==> config.mk <==
export PLATFORM = sky130hd
export DESIGN_NAME = ava_vram_arbiter_flat
export DESIGN_NICKNAME = d
export VERILOG_FILES = /design/src/rtl/ava_pkg.sv /design/src/rtl/ava_vram_arbiter_if.sv /design/src/rtl/ava_starve_guard.sv /design/src/rtl/ava_vram_arbiter.sv /design/src/flat_wrapper.sv
export SDC_FILE = /design/constraint.sdc
export NUM_CORES = 1
export LEC_CHECK = 0
export BUFFER_PORTS_ARGS = -buffer_cell sky130_fd_sc_hd__buf_2
export CAP_MARGIN = 20
export CORE_AREA = 2 2 88 90
export CTS_CLUSTER_SIZE = 25
export DETAILED_ROUTE_END_ITERATION = 16
export DIE_AREA = 0 0 90 92
export GPL_ROUTABILITY_DRIVEN = 0
export MAX_ROUTING_LAYER = met4
export PLACE_DENSITY_LB_ADDON = 0.25
export SLEW_MARGIN = 20
export SYNTH_ARGS = -nofsm -noshare
export SYNTH_HDL_FRONTEND = slang
export SYNTH_SLANG_ARGS = --single-unit
==> constraint.sdc <==
create_clock -name clk -period 1.25 [get_ports clk]
set_clock_uncertainty 0.05 [all_clocks]
set_input_delay 0.25 -clock clk [delete_from_list [all_inputs] [get_ports clk]]
set_output_delay 0.25 -clock clk [all_outputs]
set_load 0.05 [all_outputs]
==> src/rtl/ava_pkg.sv <==
// Shared AVA video types and constants.
// Holds the VRAM geometry plus the return-owner type used by the
// VRAM arbiter (ava_vram_arbiter).
package ava_pkg;

  localparam int VRAM_ADDR_WIDTH = 16;
  localparam int VRAM_BE_WIDTH   = 4;
  localparam int VRAM_DATA_WIDTH = 32;

  // Which requester the VRAM read data returning next cycle belongs to.
  typedef enum logic [1:0] {
    OWN_NONE = 2'd0,
    OWN_DISP = 2'd1,
    OWN_CPU  = 2'd2
  } vram_owner_t;

  // Owner of the read data that will return one cycle after this grant.
  // A CPU write or an idle cycle returns nothing.
  function automatic vram_owner_t read_owner(input logic disp_gnt,
                                             input logic cpu_gnt,
                                             input logic cpu_we);
    vram_owner_t own;
    own = OWN_NONE;
    if (disp_gnt) begin
      own = OWN_DISP;
    end else if (cpu_gnt && !cpu_we) begin
      own = OWN_CPU;
    end
    return own;
  endfunction

endpackage

==> src/rtl/ava_vram_arbiter_if.sv <==
// Bundle of the display, CPU and VRAM-macro signals around the VRAM arbiter.
// slave  : the arbiter's view.
// master : the view of the surrounding logic (display, CPU bus, VRAM macro).
interface ava_vram_arbiter_if;
  import ava_pkg::*;

  // display pixel-fetch side
  logic                       disp_req;
  logic [VRAM_ADDR_WIDTH-1:0] disp_addr;
  logic                       disp_gnt;
  logic                       disp_rvalid;
  logic [VRAM_DATA_WIDTH-1:0] disp_rdata;

  // CPU bus side
  logic                       cpu_req;
  logic                       cpu_we;
  logic [VRAM_ADDR_WIDTH-1:0] cpu_addr;
  logic [VRAM_DATA_WIDTH-1:0] cpu_wdata;
  logic [VRAM_BE_WIDTH-1:0]   cpu_be;
  logic                       cpu_gnt;
  logic                       cpu_rvalid;
  logic [VRAM_DATA_WIDTH-1:0] cpu_rdata;

  // VRAM macro port
  logic [VRAM_ADDR_WIDTH-1:0] vram_a;
  logic                       vram_we;
  logic [VRAM_BE_WIDTH-1:0]   vram_be;
  logic [VRAM_DATA_WIDTH-1:0] vram_wd;
  logic [VRAM_DATA_WIDTH-1:0] vram_d;

  modport slave (
    input  disp_req, disp_addr,
    output disp_gnt, disp_rvalid, disp_rdata,
    input  cpu_req, cpu_we, cpu_addr, cpu_wdata, cpu_be,
    output cpu_gnt, cpu_rvalid, cpu_rdata,
    output vram_a, vram_we, vram_be, vram_wd,
    input  vram_d
  );

  modport master (
    output disp_req, disp_addr,
    input  disp_gnt, disp_rvalid, disp_rdata,
    output cpu_req, cpu_we, cpu_addr, cpu_wdata, cpu_be,
    input  cpu_gnt, cpu_rvalid, cpu_rdata,
    input  vram_a, vram_we, vram_be, vram_wd,
    output vram_d
  );

endinterface

==> src/rtl/ava_starve_guard.sv <==
// CPU starvation guard for the VRAM arbiter.
// Counts consecutive cycles in which the CPU requests but is denied; once
// the count reaches STARVE_LIMIT the CPU is forced through on the next access.
module ava_starve_guard #(
  parameter int unsigned STARVE_LIMIT = 8
) (
  input  logic clk,
  input  logic reset,
  input  logic cpu_req,
  input  logic cpu_gnt,
  output logic force_cpu
);

  localparam logic [7:0] LIMIT = 8'(STARVE_LIMIT);

  logic [7:0] starve_q;
  logic [7:0] starve_next;

  // Count denied CPU cycles, saturate at the limit, restart on grant or idle.
  always_comb begin
    starve_next = starve_q;
    if (!cpu_req || cpu_gnt) begin
      starve_next = 8'd0;
    end else if (starve_q != LIMIT) begin
      starve_next = starve_q + 8'd1;
    end
  end

  // Counter register.
  always_ff @(posedge clk) begin
    if (reset) begin
      starve_q <= 8'd0;
    end else begin
      starve_q <= starve_next;
    end
  end

  assign force_cpu = (starve_q == LIMIT);

endmodule

==> src/rtl/ava_vram_arbiter.sv <==
// Single-port VRAM arbiter between the display pixel fetch and the CPU bus.
// The display wins by default; the VRAM macro returns read data one cycle
// after the address, and owner_q steers the matching rvalid.
// Optional starvation guard: define AVA_VRAM_STARVE_GUARD_EN.
module ava_vram_arbiter
  import ava_pkg::*;
#(
  parameter int unsigned STARVE_LIMIT = 8
) (
  input logic               clk,
  input logic               reset,
  ava_vram_arbiter_if.slave bus
);

  logic                       force_cpu;
  logic                       disp_gnt;
  logic                       cpu_gnt;
  logic                       cpu_wr;
  vram_owner_t                owner_q;
  vram_owner_t                owner_next;
  logic [VRAM_ADDR_WIDTH-1:0] addr_hold_q;
  logic [VRAM_ADDR_WIDTH-1:0] vram_a_mux;

`ifdef AVA_VRAM_STARVE_GUARD_EN
  ava_starve_guard #(
    .STARVE_LIMIT(STARVE_LIMIT)
  ) u_starve_guard (
    .clk      (clk),
    .reset    (reset),
    .cpu_req  (bus.cpu_req),
    .cpu_gnt  (cpu_gnt),
    .force_cpu(force_cpu)
  );
`else
  // Strict display priority: the CPU is never forced through.
  logic unused_starve_limit;
  assign unused_starve_limit = (STARVE_LIMIT == 0);
  assign force_cpu = 1'b0;
`endif

  // Winner selection: display first unless the guard forces the CPU;
  // nothing is granted while reset is held.
  always_comb begin
    disp_gnt = 1'b0;
    cpu_gnt  = 1'b0;
    if (!reset) begin
      if (bus.cpu_req && (force_cpu || !bus.disp_req)) begin
        cpu_gnt = 1'b1;
      end else if (bus.disp_req) begin
        disp_gnt = 1'b1;
      end
    end
  end

  assign cpu_wr = cpu_gnt & bus.cpu_we;

  // VRAM port mux: winner's address, or the previous address when idle.
  always_comb begin
    vram_a_mux = addr_hold_q;
    if (disp_gnt) begin
      vram_a_mux = bus.disp_addr;
    end else if (cpu_gnt) begin
      vram_a_mux = bus.cpu_addr;
    end
  end

  // Remember the last driven address so an idle cycle keeps vram_a stable.
  always_ff @(posedge clk) begin
    addr_hold_q <= vram_a_mux;
  end

  // Next return owner from this cycle's grant.
  always_comb begin
    owner_next = read_owner(disp_gnt, cpu_gnt, bus.cpu_we);
  end

  // Return-owner register; reset drops any read in flight.
  always_ff @(posedge clk) begin
    if (reset) begin
      owner_q <= OWN_NONE;
    end else begin
      owner_q <= owner_next;
    end
  end

  // Drive the bus outputs; read data is shared, only the owner's rvalid fires.
  always_comb begin
    bus.disp_gnt    = disp_gnt;
    bus.cpu_gnt     = cpu_gnt;
    bus.vram_a      = vram_a_mux;
    bus.vram_we     = cpu_wr;
    bus.vram_be     = cpu_wr ? bus.cpu_be : '0;
    bus.vram_wd     = bus.cpu_wdata;
    bus.disp_rdata  = bus.vram_d;
    bus.cpu_rdata   = bus.vram_d;
    bus.disp_rvalid = !reset && (owner_q == OWN_DISP);
    bus.cpu_rvalid  = !reset && (owner_q == OWN_CPU);
  end

endmodule

==> src/flat_wrapper.sv <==
// flat-port wrapper written by rule: the top's interface ports become plain ports
module ava_vram_arbiter_flat import ava_pkg::*;
#(
  parameter int unsigned STARVE_LIMIT = 8
)
  (clk, reset, bus_disp_req, bus_disp_addr, bus_disp_gnt, bus_disp_rvalid, bus_disp_rdata, bus_cpu_req, bus_cpu_we, bus_cpu_addr, bus_cpu_wdata, bus_cpu_be, bus_cpu_gnt, bus_cpu_rvalid, bus_cpu_rdata, bus_vram_a, bus_vram_we, bus_vram_be, bus_vram_wd, bus_vram_d);
  ava_vram_arbiter_if bus_i ();
  input logic clk;
  input logic reset;
  input wire logic [$bits(bus_i.disp_req)-1:0] bus_disp_req;
  input wire logic [$bits(bus_i.disp_addr)-1:0] bus_disp_addr;
  output wire logic [$bits(bus_i.disp_gnt)-1:0] bus_disp_gnt;
  output wire logic [$bits(bus_i.disp_rvalid)-1:0] bus_disp_rvalid;
  output wire logic [$bits(bus_i.disp_rdata)-1:0] bus_disp_rdata;
  input wire logic [$bits(bus_i.cpu_req)-1:0] bus_cpu_req;
  input wire logic [$bits(bus_i.cpu_we)-1:0] bus_cpu_we;
  input wire logic [$bits(bus_i.cpu_addr)-1:0] bus_cpu_addr;
  input wire logic [$bits(bus_i.cpu_wdata)-1:0] bus_cpu_wdata;
  input wire logic [$bits(bus_i.cpu_be)-1:0] bus_cpu_be;
  output wire logic [$bits(bus_i.cpu_gnt)-1:0] bus_cpu_gnt;
  output wire logic [$bits(bus_i.cpu_rvalid)-1:0] bus_cpu_rvalid;
  output wire logic [$bits(bus_i.cpu_rdata)-1:0] bus_cpu_rdata;
  output wire logic [$bits(bus_i.vram_a)-1:0] bus_vram_a;
  output wire logic [$bits(bus_i.vram_we)-1:0] bus_vram_we;
  output wire logic [$bits(bus_i.vram_be)-1:0] bus_vram_be;
  output wire logic [$bits(bus_i.vram_wd)-1:0] bus_vram_wd;
  input wire logic [$bits(bus_i.vram_d)-1:0] bus_vram_d;
  assign bus_i.disp_req = bus_disp_req;
  assign bus_i.disp_addr = bus_disp_addr;
  assign bus_disp_gnt = bus_i.disp_gnt;
  assign bus_disp_rvalid = bus_i.disp_rvalid;
  assign bus_disp_rdata = bus_i.disp_rdata;
  assign bus_i.cpu_req = bus_cpu_req;
  assign bus_i.cpu_we = bus_cpu_we;
  assign bus_i.cpu_addr = bus_cpu_addr;
  assign bus_i.cpu_wdata = bus_cpu_wdata;
  assign bus_i.cpu_be = bus_cpu_be;
  assign bus_cpu_gnt = bus_i.cpu_gnt;
  assign bus_cpu_rvalid = bus_i.cpu_rvalid;
  assign bus_cpu_rdata = bus_i.cpu_rdata;
  assign bus_vram_a = bus_i.vram_a;
  assign bus_vram_we = bus_i.vram_we;
  assign bus_vram_be = bus_i.vram_be;
  assign bus_vram_wd = bus_i.vram_wd;
  assign bus_i.vram_d = bus_vram_d;
  ava_vram_arbiter #(.STARVE_LIMIT(STARVE_LIMIT)) u_core (.clk(clk), .reset(reset), .bus(bus_i));
endmodule
==> metrics <==
Final Cycle Share 121%; worst hold endpoint u_core.owner_q[1]$_SDFF_PP0_; RSZ-0062 raised after global routing true; CTS tree yes; Syn Area/Cell 8.04 µm²; drc violations 0; Final ANT Viol Nets 0; met2 Usage GRT 18.5%; CP arrival approximately 1.2 ns; final worst slack -0.258 ns; grt total ovfl 0; Crit Path Category primary input to output port; DP Area roughly 1900 µm²; Reg area roughly 370 µm²; worst slew pin tran between 0.3 and 0.4 ns; minimum clock period ~1.5 ns; clock buffer count from CTS 3; Tot GR Track Use a little under an eighth; die span in y 92 µm; Hold Fails Final Rpt 0; final instance area around 2400 µm²; total power between 2 and 2.5 mW; # clock sinks 18; fmax between 600 and 700 MHz; detailed-placement wirelength estimate between 3000 and 4000 µm; Bufs and invs on worst path 5; initial antenna violation count 0; GRT Max-Usage Layer met2; Finished Layout Cells 300; iteration-0 DRC count of the detailed router 10; Fillers around 790; Yosys reg bits 18; global-route wire length before repair between 7000 and 8000 µm; reg2reg end u_core.addr_hold_q[11]$_DFF_P_; PortBufs 65; via count 1254; CP top delay family buffers and inverters; Multi-input gate area 988 µm²; layout cell share with drive strength beyond 1 between 80% and 90%; CTS Hold Buffers Added 0; leakage 0.955 nW; Detailed Route WL ~4400 µm; # rows 32; peak supply drop approximately 400 µV; Top Ports around 230; max-cap violations 0; hold depth 3; Root Buffer Master clkbuf_8; met1 track demand over resource between 10% and 20%; core area 7450 µm²; CP Max Fanout 8; Routed WL per cell approximately 15 µm; PwrDens a little over 1000 nW/µm²; HP Class primary input to flop; final slew viol count 0; synth warn 0; Synth Instances slightly above 200; Cell Area, Synth about 1600 µm²; nets@finish slightly above 300; FF-to-FF setup slack 0.33 ns; worst slack at placement -0.385 ns; Area contributors post-synth buf_4 (46%), dfxtp_1 (22%), nor3_1 (15%); met3 Use GR 3.53%; critical path's slowest cell nor3_4; Synth top area share a little under half; Total Neg Setup Slack -4.54 ns; die area approximately 8300 µm²; # setup viols final 24; Via-to-Cell Ratio 4.18; CTS H-tree lvls 1; status finished with violations; placed insts roughly 290; register area share after synthesis between 20% and 30%; reg2reg path depth 3; CP peak stage delay between 0.15 and 0.2 ns; CTS clk-pin slew, worst paths about 0.08 ns; n_diodes 0; Worst Setup End Kind output port; most common cell after layout, fill and taps aside buf_2; required time of the critical path roughly 0.95 ns; largest net degree at the start of global routing 20; crit start category primary input; CP cell instances buf_8, buf_6, clkinvlp_4, buf_12, o22ai_4, nor3_4, buf_6; Critical Path Most Common Cell buf_6; syn_nets around 300; Starting Density 21.9%; Max Buffers Root-to-Sink 2; vias in the first global route ~1400; Syn-to-layout area delta 48.3%; chip width approximately 90 µm; drt first pass iters 3; Critical R2R Launch u_core.addr_hold_q[11]$_DFF_P_; commonest cells after routing, fill and taps aside buf_2 (37), buf_4 (25), nor3_4 (22), buf_6 (22), nor3_1 (18); worst skew pair latency about 0.26 ns; violated checks negative setup slack; slew margin rel. between 70% and 80%; dominant cell type by area after synthesis buf_4; HP Start bus_cpu_we; Netlist cell types 14
-- worst min-delay path, delay by kind of cell --
family | cells | cell delay (ns)
and+or+nand+nor | 1 | 0.04
buffers and inverters | 2 | 0.18
-- state kept, by name, summed over array words and instances (netlist names) --
name / flops
u_core.addr_hold_q: 16
u_core.owner_q: 2
-- logic make-up after synthesis --
family,count (synthesis),synth area share (%)
buffers and inverters,110,51.7
AND/OR/NAND/NOR,59,20.1
flip-flops,18,22.1
AO/OA/AOI/OAI,16,6.14
-- power breakdown --
part	leakage, nW	switching [mW]	total [mW]	internal (mW)
sequential	0.152	0.0844	0.750	0.666
clock	0.0288	0.242	0.523	0.281
combinational	0.774	0.658	1.18	0.525
-- routing by layer --
metal / vias up / share of wire (%)
met1: 575 / 37
met3: 39 / 8.5
met4: 0 / 4.6
li1: 579 / -
met2: 61 / 50
met5: - / 0
-- through the flow --
step	hold slack (ns)	util, %
floorplan	0.279	-
global placement	0.450	25.0
detailed placement	0.450	25.0
CTS	0.184	31.9
global route	0.188	32.5
finish	0.194	32.5
-- timing repair --
| action | CTS | global route |
|---|---|---|
| setup endpoints to repair | 25 | 24 |
| cloned | 2 | 0 |
| resized for setup | 104 | 5 |
| pin swaps | 10 | 10 |
| buffers inserted | 2 | 2 |
-- cell type report --
cell class | instances | area share (%)
Multi-Input combinational cell | 76 | 40.8
Timing Repair Buffer | 97 | 35.5
Tap cell | 102 | 5.27
Sequential cell | 18 | 15.4
Inverter | 3 | 0.776
Clock buffer | 4 | 2.28
-- worst max path at each step --
stage / cells past startpoint / to / startpoint
after global routing: 7 / bus_vram_a[8] / reset
after detailed placement: 6 / bus_vram_a[9] / reset
final: 7 / bus_vram_a[10] / reset
after floorplan: 1 / bus_cpu_rvalid / u_core.owner_q[1]$_SDFF_PP0_
after CTS: 7 / bus_vram_a[5] / reset
after global placement: 6 / bus_vram_a[10] / bus_disp_req
-- cell usage after synthesis --
cell	n
nand2b_4	1
o22ai_1	16
and2_1	4
buf_4	99
nor3_1	49
nor2_1	1
nor3b_1	2
nor3b_4	1
buf_12	2
nand2b_1	1
buf_2	3
buf_6	3
dfxtp_1	18
inv_1	3
(Power assumes the default switching activity.)
